File: config.mk
export PLATFORM = sky130hd
export DESIGN_NAME = ball_motion_ctrl
export DESIGN_NICKNAME = d
export VERILOG_FILES = /design/src/rtl/ball_motion_ctrl.sv
export SDC_FILE = /design/constraint.sdc
export NUM_CORES = 1
export LEC_CHECK = 0
export CAP_MARGIN = 25
export CORE_MARGIN = 1.5
export CORE_UTILIZATION = 30
export CTS_CLUSTER_SIZE = 12
export DETAILED_ROUTE_END_ITERATION = 6
export PLACE_DENSITY_LB_ADDON = 0.3
export SKIP_CTS_REPAIR_TIMING = 1
export SYNTH_ARGS = -nofsm -noshare
export SYNTH_HDL_FRONTEND = slang
export SYNTH_SLANG_ARGS = --single-unit
File: constraint.sdc
create_clock -name clk -period 8.6 [get_ports clk]
set_input_delay 1.72 -clock clk [delete_from_list [all_inputs] [get_ports clk]]
set_output_delay 1.72 -clock clk [all_outputs]
set_load 0.05 [all_outputs]
File: src/rtl/ball_motion_ctrl.sv
// Per-ball kinematics: accepts a cue shot, then on each frame reflects,
// applies friction and integrates a fixed-point position until the ball rests.
module ball_motion_ctrl #(
  parameter int INITIAL_X = 280,
  parameter int INITIAL_Y = 185,
  parameter int FRAC_BITS = 6,
  parameter int FRICTION  = 1,
  parameter int MAX_SPEED = 640,
  parameter int SCREEN_W  = 640,
  parameter int SCREEN_H  = 480
) (
  input  logic               clk,
  input  logic               resetN,
  input  logic               startOfFrame,
  input  logic               SingleHitPulse,
  input  logic [1:0]         hit_axis,
  input  logic               shot_valid,
  input  logic signed [10:0] shot_vx,
  input  logic signed [10:0] shot_vy,
  output logic               shot_ready,
  output logic signed [10:0] topLeftX,
  output logic signed [10:0] topLeftY,
  output logic signed [10:0] ball_vx,
  output logic signed [10:0] ball_vy,
  output logic               ball_moving,
  output logic               ball_stopped_pulse
);

  localparam logic [16:0]        X_INIT = 17'(INITIAL_X << FRAC_BITS);
  localparam logic [16:0]        Y_INIT = 17'(INITIAL_Y << FRAC_BITS);
  localparam logic [16:0]        X_LIM  = 17'((SCREEN_W - 1) << FRAC_BITS);
  localparam logic [16:0]        Y_LIM  = 17'((SCREEN_H - 1) << FRAC_BITS);
  localparam logic signed [11:0] V_MAX  = 12'(MAX_SPEED);
  localparam logic signed [11:0] V_FRIC = 12'(FRICTION);

  typedef enum logic {REST, ROLLING} state_e;

  state_e              state_q;
  logic [1:0]          pend_q;
  logic [16:0]         posx_q, posy_q;
  logic signed [10:0]  vx_q, vy_q;
  logic signed [10:0]  tlx_q, tly_q;
  logic                ready_q, moving_q, stopped_q;

  logic [1:0]          pend_eff;
  logic signed [10:0]  vx_d, vy_d;
  logic [16:0]         posx_d, posy_d;

  function automatic logic signed [10:0] clamp_shot(input logic signed [10:0] v);
    logic signed [11:0] w;
    w = {v[10], v};
    if (w > V_MAX)       w = V_MAX;
    else if (w < -V_MAX) w = -V_MAX;
    return w[10:0];
  endfunction

  // Reflect, then shrink magnitude toward zero without crossing it.
  function automatic logic signed [10:0] step_vel(input logic signed [10:0] v,
                                                  input logic               flip);
    logic signed [11:0] w;
    w = {v[10], v};
    if (flip) w = -w;
    if (w > V_FRIC)       w = w - V_FRIC;
    else if (w < -V_FRIC) w = w + V_FRIC;
    else                  w = '0;
    if (w > 12'sd1023)       w = 12'sd1023;
    else if (w < -12'sd1024) w = -12'sd1024;
    return w[10:0];
  endfunction

  function automatic logic [16:0] step_pos(input logic [16:0]        p,
                                           input logic signed [10:0] v,
                                           input logic [16:0]        lim);
    logic signed [18:0] s;
    s = $signed({2'b00, p}) + $signed({{8{v[10]}}, v});
    if (s < 19'sd0)                   return '0;
    else if (s > $signed({2'b00, lim})) return lim;
    return s[16:0];
  endfunction

  always_comb begin
    pend_eff = pend_q | (SingleHitPulse ? hit_axis : 2'b00);
    vx_d     = step_vel(vx_q, pend_eff[0]);
    vy_d     = step_vel(vy_q, pend_eff[1]);
    posx_d   = step_pos(posx_q, vx_d, X_LIM);
    posy_d   = step_pos(posy_q, vy_d, Y_LIM);
  end

  // NOTE: reset is synchronous and active-high here; every register, flags
  // included, uses non-blocking assignment so all see pre-edge values.
  always_ff @(posedge clk) begin
    if (resetN) begin
      state_q   <= REST;
      pend_q    <= '0;
      posx_q    <= X_INIT;
      posy_q    <= Y_INIT;
      tlx_q     <= 11'(INITIAL_X);
      tly_q     <= 11'(INITIAL_Y);
      vx_q      <= '0;
      vy_q      <= '0;
      ready_q   <= 1'b1;
      moving_q  <= 1'b0;
      stopped_q <= 1'b0;
    end else begin
      stopped_q <= 1'b0;
      unique case (state_q)
        REST: begin
          if (shot_valid) begin
            vx_q     <= clamp_shot(shot_vx);
            vy_q     <= clamp_shot(shot_vy);
            state_q  <= ROLLING;
            ready_q  <= 1'b0;
            moving_q <= 1'b1;
          end
        end
        ROLLING: begin
          if (startOfFrame) begin
            vx_q   <= vx_d;
            vy_q   <= vy_d;
            posx_q <= posx_d;
            posy_q <= posy_d;
            tlx_q  <= 11'(posx_d >> FRAC_BITS);
            tly_q  <= 11'(posy_d >> FRAC_BITS);
            pend_q <= '0;
            if (vx_d == 11'sd0 && vy_d == 11'sd0) begin
              state_q   <= REST;
              ready_q   <= 1'b1;
              moving_q  <= 1'b0;
              stopped_q <= 1'b1;
            end
          end else if (SingleHitPulse) begin
            pend_q <= pend_q | hit_axis;
          end
        end
        default: state_q <= REST;
      endcase
    end
  end

  assign shot_ready         = ready_q;
  assign ball_moving        = moving_q;
  assign ball_stopped_pulse = stopped_q;
  assign ball_vx            = vx_q;
  assign ball_vy            = vy_q;
  assign topLeftX           = tlx_q;
  assign topLeftY           = tly_q;

endmodule

==> out/results.ini <==
[yosys]
synth_edf_count=0
synth_fp_nets=1059
synth_ff_type=dfxtp_1
synth_cell_types=100
syn_area_per_cell_um2=7.37
synth-seq-area-share=0.169
yosys_warnings=0
synth-seq-cells=62
netlist_instances=995
syn_area_um2=7340
synthArstFlopShare=0

[clock_network]
numCtsBuffers=9
cts_buffer_depth=2
clock_sinks=62
cts_max_level=3
cts_tree=built
clk_transition_reported_paths_ns=0.06
clock_latency_ns=0.35
clockRootBuffer=clkbuf_16

[critical_path]
cp-end-kind=register
cpMostUsedCell=o211ai_1
cp_top_family=compound AO/OA/AOI/OAI gates
ff2ff_path_depth=26
max_stage_delay_ns=0.61
cp_max_fo=7
slowest_stage=or4_1
required_ns=8.83
cp_num_cells=26
worst-path-buf-inv=3
cp-start-kind=input pin
critPathKind=input pin to register
cp.arrival_ns=8.19

[placement]
port_buffers=75
gp_congestion=0.891
dp_hpwl_um=18600

[global_routing]
gr-total-overflow=0
track_usage=0.195
grt_max_degree=52
antenna_found_initial=0
grt_pass1_wl_um=40100
grt_pass1_vias=7197

[drt]
wirelength_um=24900
drc_errors=0
ant_nets=0
first_pass_iters=5
wl_per_cell_um=18.4
first_iter_violations=726
viasPerCell=5.74
dr_total_vias=7760

[power]
p_leak_nw=3.14
p_per_area_nw_per_um2=224
peakVddDrop_mv=0.0997
p_total_mw=1.92

[die]
rows=57
ioPinCount=76
die_h_um=159
die-width_um=159
dieArea_um2=25400
initial_core_util=0.303
core_um2=24200

[final_layout]
layout_common_cells=nor2_1, clkdlybuf4s50_1, nand2_1
drive_gt1_frac=0.0798
num_antenna_cells=0
nNetsFinal=1087
area_growth_pct=16.6
final_common_cell=nor2_1

[sta]
setup_viol=0
fin_crit_sh=0.926
hold_viol_final=0
setup_tns_ns=0
worst_slew_pin_slew_ns=0.937
rsz0062_at_grt=no
fmax_mhz=126
maxSlewViolCount=0
skew_ns=0.00862
slew-limit-headroom=0.371
min_period_ns=7.96

[hold_path]
holdPathStages=2
hold_class=register to register

[flow_run]
drv_cap=0

[status]
status=complete, no violations

==> final cells by class <==
type                            count  area [µm²]
Clock buffer                       10         229
Tap cell                          324         405
Sequential cell                    62        1240
Inverter                           33         124
Multi-Input combinational cell    812        5530
Clock inverter                      5        27.5
Fill cell                        2558       15600
Timing Repair Buffer              105         995
==> logic make-up (layout without fill, tap and decap cells) <==
kind of cell / count (synthesis) / count (layout) / synth area share
and+or+nand+nor: 362 / 362 / 0.256
AOI/OAI and AO/OA: 327 / 327 / 0.323
buffers and inverters: 121 / 153 / 0.0773
xor gates and xnor gates: 65 / 65 / 0.0795
DFF: 62 / 62 / 0.169
adders and majority gates: 45 / 45 / 0.0754
muxes: 13 / 13 / 0.0200
==> registers in the layout, indices dropped and copies added (netlist names) <==
name                count
pend_q                  2
ball_stopped_pulse      1
ball_moving             1
state_q                 1
ball_vx                11
ball_vy                11
shot_ready              1
posx_q                 17
posy_q                 17
==> worst paths after layout <==
check / start / end / slack (ns)
setup / recovery: SingleHitPulse / posx_q[14]$_SDFFE_PP1P_ / 0.64
hold reg to reg: posy_q[4]$_SDFFE_PP0P_ / posy_q[4]$_SDFFE_PP0P_ / 0.46
hold / removal: posy_q[4]$_SDFFE_PP0P_ / posy_q[4]$_SDFFE_PP0P_ / 0.46
setup reg to reg: ball_vx[0]$_SDFFE_PP0P_ / posx_q[14]$_SDFFE_PP1P_ / 1.25
==> synthesized netlist by cell type, types with 5 or more instances <==
library cell	n	area, µm²
xor2_1	35	307
nand2b_1	14	87.6
o211ai_1	15	113
o22ai_1	12	75.1
o2bb2ai_1	5	43.8
nor3_1	52	260
nand2_1	71	267
nand3_1	25	125
and2_1	13	81.3
ha_1	33	413
buf_4	22	165
a21o_1	15	113
mux2i_1	9	90.1
a21boi_0	6	45.0
maj3_1	10	100
nor2_1	87	327
a211oi_1	18	135
o32ai_1	5	43.8
buf_2	17	85.1
inv_1	31	116
o221ai_1	7	61.3
a31oi_1	18	113
xnor2_1	29	254
nor2b_1	9	56.3
or3_1	10	62.6
o21ai_1	9	45.0
o2111ai_1	5	43.8
a21oi_1	70	350
or2_2	7	43.8
and3_1	15	93.8
nand4_1	10	62.6
nand3b_1	5	37.5
a211o_1	5	43.8
dfxtp_1	62	1240
o21a_1	9	67.6
or4_1	5	37.5
nor4_1	13	81.3
o31ai_1	17	128
o21ai_0	34	170
clkbuf_1	43	161
a221oi_1	20	175
==> where the power goes <==
part / internal [mW] / switching [mW] / leakage (nW) / total, mW
combinational: 0.459 / 0.731 / 2.51 / 1.19
sequential: 0.319 / 0.0744 / 0.508 / 0.394
clock: 0.191 / 0.141 / 0.128 / 0.332
total: 0.970 / 0.947 / 3.14 / 1.92
==> routing by layer <==
metal  vias up  wire length (µm)  track usage
li1       3810                 -            -
met1      3665             12400        0.291
met2       265             10800        0.290
met3        20              1500       0.0352
met4         0               237       0.0395
met5         -                 0            0
==> metrics by stage <==
step | utilization | setup WS (ns) | instances | hold slack (ns) | cell area [µm²]
6_report | 0.354 | 0.637 | 1351 | 0.461 | 8560
5_1_grt | 0.354 | 0.0879 | 1351 | 0.474 | 8560
4_1_cts | 0.352 | 0.635 | 1349 | 0.461 | 8510
3_5_place_dp | 0.342 | 0.327 | 1334 | 0.453 | 8260
3_3_place_gp | 0.342 | 0.349 | 1334 | 0.445 | 8260
2_1_floorplan | - | 1.21 | 995 | 0.432 | 7340
==> worst min-delay path, stage by stage, from the launching register on <==
cell,delay [ns]
dfxtp_1,0.31
nand2_1,0.05
a21oi_1,0.05
Power figures use the tool's default switching activity.
==> RTL change 1 (config.mk and constraints unchanged) <==
Make the reset (`resetN`) asynchronous in one clocked block.
--- a/src/rtl/ball_motion_ctrl.sv
+++ b/src/rtl/ball_motion_ctrl.sv
@@ -90,3 +90,3 @@
   // included, uses non-blocking assignment so all see pre-edge values.
-  always_ff @(posedge clk) begin
+  always_ff @(posedge clk or posedge resetN) begin
     if (resetN) begin
Check against the original RTL: differs if resetN is asserted again (counterexample within 4 cycles, from zero or initial values and one cycle with resetN high); with resetN held inactive, the same outputs for 4 cycles.
==> RTL change 1 against the unedited design <==
- setup slack improved by 0.21 ns
- wire length decreased by 9.7%
- synthesized area decreased by 2.8%
- cell area decreased by 2.4%
- sequential cell count unchanged
- final cell count decreased by 4.4%
- first-iteration DRC count decreased by 27%
Power is not compared: it rests on default switching activity, and its combinational part moved more than twofold at a synthesized area within 25%.
==> RTL change 1: results (changes against the unedited design) <==
Logic synthesis:
- By area the synthesized netlist is led by dfrtp_1, ha_1, nor2_1.
- The sequential cell area fraction in the yosys report is 21.92% (+5.0 points).
- In the synthesized netlist the dominant register cell turns out to be dfrtp_1.
- The post-synthesis cell area is 7131 sq um (-2.8%).
- The async set or reset register ratio after synthesis was 100.0% (+100 points).
- Ranked by instance count, the synthesized netlist is headed by nor2_1, nand2_1, a21oi_1.

Worst setup path:
- The depth of the worst register-to-register path is 23 (-12%).
- The largest individual stage delay along the critical path comes from the cell o31ai_1.
- The slack of the worst reg-to-reg path was 1.02 ns (-0.23 ns).
- The biggest fanout along the worst timing path is 22 (+15).
- The stage delay of the slowest cell on the critical path came to 0.73 ns (+0.12 ns).

Cells and area:
- The count of non-CTS inverters in the layout was 39 (+18%).
- The number of buffers outside the clock class in the layout is 94 (-10%).
- The count of nets after finishing was 1,032 (-5.1%).
- The area of the multi-input gates was 5016 sq um (-9.4%).
- The share of final-layout standard cells stronger than drive strength 1 is 7.811% (-0.17 points).

Global routing:
- The maximum number of pins on one net before global-route repair was 63 (+21%).
- The number of global-route vias before repair is 6,592 (-8.4%).
- The global-route wire length before repair is 36,500 um (-9.0%).

Place:
- The routability congestion estimate from global placement is 0.8675 (-2.6%).
- The placed cell area is 8025 sq um (-2.8%).
- The worst slack at placement came to 0.5902 ns (+0.2628 ns).
- The placed wire-length estimate came to 16,940 um (-9.1%).

STA:
- The transition time at the pin with the least slew margin is 1.061 ns (+0.1239 ns).
- The post-route clock skew is 0.008331 ns (-0.0002925 ns).
- The minimum clock period after layout is 7.751 ns (-0.2115 ns).

Routing:
- The aggregate routed wire length is 22,460 um (-9.7%).
- The initial detailed-routing violation count is 531 (-27%).
- The via total after detailed routing is 7,147 (-7.9%).

Outcome:
- The flow ran to the end, and the final reports show no timing, DRC or antenna violations.

Power and ir drop:
- The overall power after layout is 3.819 mW.
==> RTL change 1: changes by cell type after synthesis, sizes merged, moves of 7 or more <==
| cell | unedited run | this run |
|---|---|---|
| o21a | 9 | 2 |
| nor3 | 52 | 33 |
| nor2 | 89 | 99 |
| o31ai | 19 | 9 |
| dfxtp | 62 | 0 |
| a211oi | 18 | 8 |
| a22o | 4 | 11 |
| o21ai | 44 | 56 |
| dfrtp | 0 | 53 |
| buf | 44 | 33 |
| dfstp | 0 | 9 |
| nand2 | 72 | 95 |
| o211ai | 16 | 6 |
==> RTL change 1: routing by layer <==
layer	global-route usage, %	routed length, um
met1	26.71	10700
met2	28.21	9790
met4	6.739	619
met3	2.891	1353
met5	0	0
==> RTL change 1: cells by family after synthesis <==
kind of cell | Yosys count | share of synthesized area (%)
and+or+nand+nor | 352 | 24.78
AOI/OAI and AO/OA | 288 | 27.85
buffers and inverters | 119 | 7.826
xor gates and xnor gates | 67 | 8.422
DFF | 62 | 21.92
adders and majority gates | 43 | 7.475
muxes | 12 | 1.737
==> RTL change 1: worst paths after layout <==
path / start / endpoint
setup / recovery: SingleHitPulse / posx_q[11]$_DFFE_PP0P_
setup reg to reg: ball_vx[0]$_DFFE_PP0P_ / posx_q[11]$_DFFE_PP0P_
min in group asynchronous: resetN / posx_q[15]$_DFFE_PP0P_
max in group asynchronous: resetN / ball_vy[10]$_DFFE_PP0P_
hold / removal: posy_q[4]$_DFFE_PP0P_ / posy_q[4]$_DFFE_PP0P_
hold reg to reg: posy_q[4]$_DFFE_PP0P_ / posy_q[4]$_DFFE_PP0P_
==> RTL change 1: through the flow <==
stage,std cells,hold WS [ns]
2_1_floorplan,943,0.4551
3_3_place_gp,1275,0.4779
3_5_place_dp,1276,0.4813
4_1_cts,1292,0.4952
5_1_grt,1292,0.5336
6_report,1292,0.4901
==> RTL change 2 (same settings) <==
Made on the original files. Set the parameter `INITIAL_Y` to 138 (it was 185).
--- a/src/rtl/ball_motion_ctrl.sv
+++ b/src/rtl/ball_motion_ctrl.sv
@@ -4,3 +4,3 @@
   parameter int INITIAL_X = 280,
-  parameter int INITIAL_Y = 185,
+  parameter int INITIAL_Y = 138,
   parameter int FRAC_BITS = 6,
Function: changed (Yosys sat finds a counterexample within 4 cycles, from zero or initial values and one cycle with resetN high).
==> RTL change 2 against the unedited design <==
- power about the same
- wire length down 8.5%
- first-iteration DRC count down 13%
- cell area down 3.0%
- clock skew about the same
- setup slack worse by 0.0051 ns
- critical endpoint is now posy_q[8]$_SDFFE_PP0P_
- sequential share of layout area up 0.44 points
- clock power up 21%
- critical path depth down 2
- sequential cell count unchanged
- synthesized area down 3.3%
==> RTL change 2: results (changes against the unedited design) <==
Global routing:
- The total track usage is 18.93% (-0.58 points).
- The number of global-route vias before repair was 6,732 (-6.5%).

Place:
- The total instance count after detailed placement is 1,278 (-4.2%).
- The placed cell area is 7978 sq um (-3.4%).
- The worst slack at placement is 0.1344 ns (-0.1930 ns).

Power and ir drop:
- The worst ir drop on vdd is 0.1029 mV (+3.2%).
- The combinational cell power is 1.13 mW (-5%).
- The reported clock group power is 401 uW (+21%).

Routing:
- The routed wire length on met2 was 9603 um (-11%).
- The wire length on met1 is 11,570 um (-6.4%).
- The via total after detailed routing is 7,338 (-5.4%).
- The initial detailed-routing violation count was 633 (-13%).

Worst setup path:
- The biggest fanout along the worst timing path is 9 (+2).
- The data arrival time of the worst path was 8.23 ns (+0.04 ns).
- The depth of the worst register-to-register path was 24 (-7.7%).
- The stage delay of the slowest cell on the critical path came to 0.54 ns (-0.07 ns).
- The slack of the worst reg-to-reg path is 1.29 ns (+0.04 ns).
- The endpoint identified for the worst register-to-register timing path is posy_q[8]$_SDFFE_PP0P_.

STA:
- The worst hold slack after final layout is 0.4650 ns (+0.004016 ns).
- The transition time at the pin with the least slew margin is 0.9725 ns (+0.03588 ns).
- The post-route clock skew came to 0.008395 ns (-0.0002283 ns).

Logic synthesis:
- The cell count after synthesis is 943 (-5.2%).
- The post-synthesis cell area came to 7091 sq um (-3.3%).
- Sorting the synthesized cells by how often they occur yields nor2_1, nand2_1, dfxtp_1.

Min path:
- The launch instance of the worst min-delay path is shot_ready$_SDFFE_PP1P_.

Cells and area:
- The share of final-layout standard cells stronger than drive strength 1 is 9.333% (+1.3 points).

Outcome:
- The run finished with clean final reports.
## RTL change 2: worst max path at each step
stage	startpoint	to	slack [ns]
floorplan	hit_axis[0]	posx_q[11]$_SDFFE_PP0P_	1.32
global placement	SingleHitPulse	posy_q[8]$_SDFFE_PP0P_	0.28
detailed placement	SingleHitPulse	posy_q[14]$_SDFFE_PP0P_	0.13
CTS	SingleHitPulse	posy_q[12]$_SDFFE_PP0P_	0.48
global route	SingleHitPulse	posy_q[14]$_SDFFE_PP0P_	0.07
finish	SingleHitPulse	posy_q[8]$_SDFFE_PP0P_	0.63
## RTL change 2: worst reg2reg max path: stages, from the launching register on
cell and delay, ns:
dfxtp_1 0.49, inv_1 0.21, ha_1 0.57, nor3b_1 0.53, a21oi_1 0.12, o32ai_1 0.42
o21ai_1 0.27, nor3_2 0.34, nor3_1 0.10, buf_4 0.17, nor2_1 0.17, nor2_1 0.08
o21ai_0 0.42, ha_1 0.32, a21o_1 0.18, a21oi_1 0.24, nor2b_1 0.12, o311ai_0 0.46
a21oi_1 0.33, a211oi_1 0.38, nor3_1 0.11, a211o_1 0.28, a41o_1 0.24, or3_1 0.47
o211ai_1 0.21
## RTL change 2: cells by family after synthesis
| kind of cell | share of synthesized area [%] |
|---|---|
| AO/OA/AOI/OAI | 31.04 |
| XOR/XNOR | 8.258 |
| adder cells (fa/ha/maj) | 7.235 |
| buffers and inverters | 7.993 |
| flip-flops | 17.50 |
| multiplexers | 0.5823 |
| AND/OR/NAND/NOR | 27.39 |
## RTL change 2: layout make-up
type / instances / area [sq um]
tap: 319 / 399.1
multi-input combinational: 765 / 5294
inverter: 36 / 135.1
clock inverter: 4 / 70.07
sequential: 62 / 1241
clock buffer: 12 / 246.5
fill: 2503 / 15030
timing repair buffer: 96 / 915.9
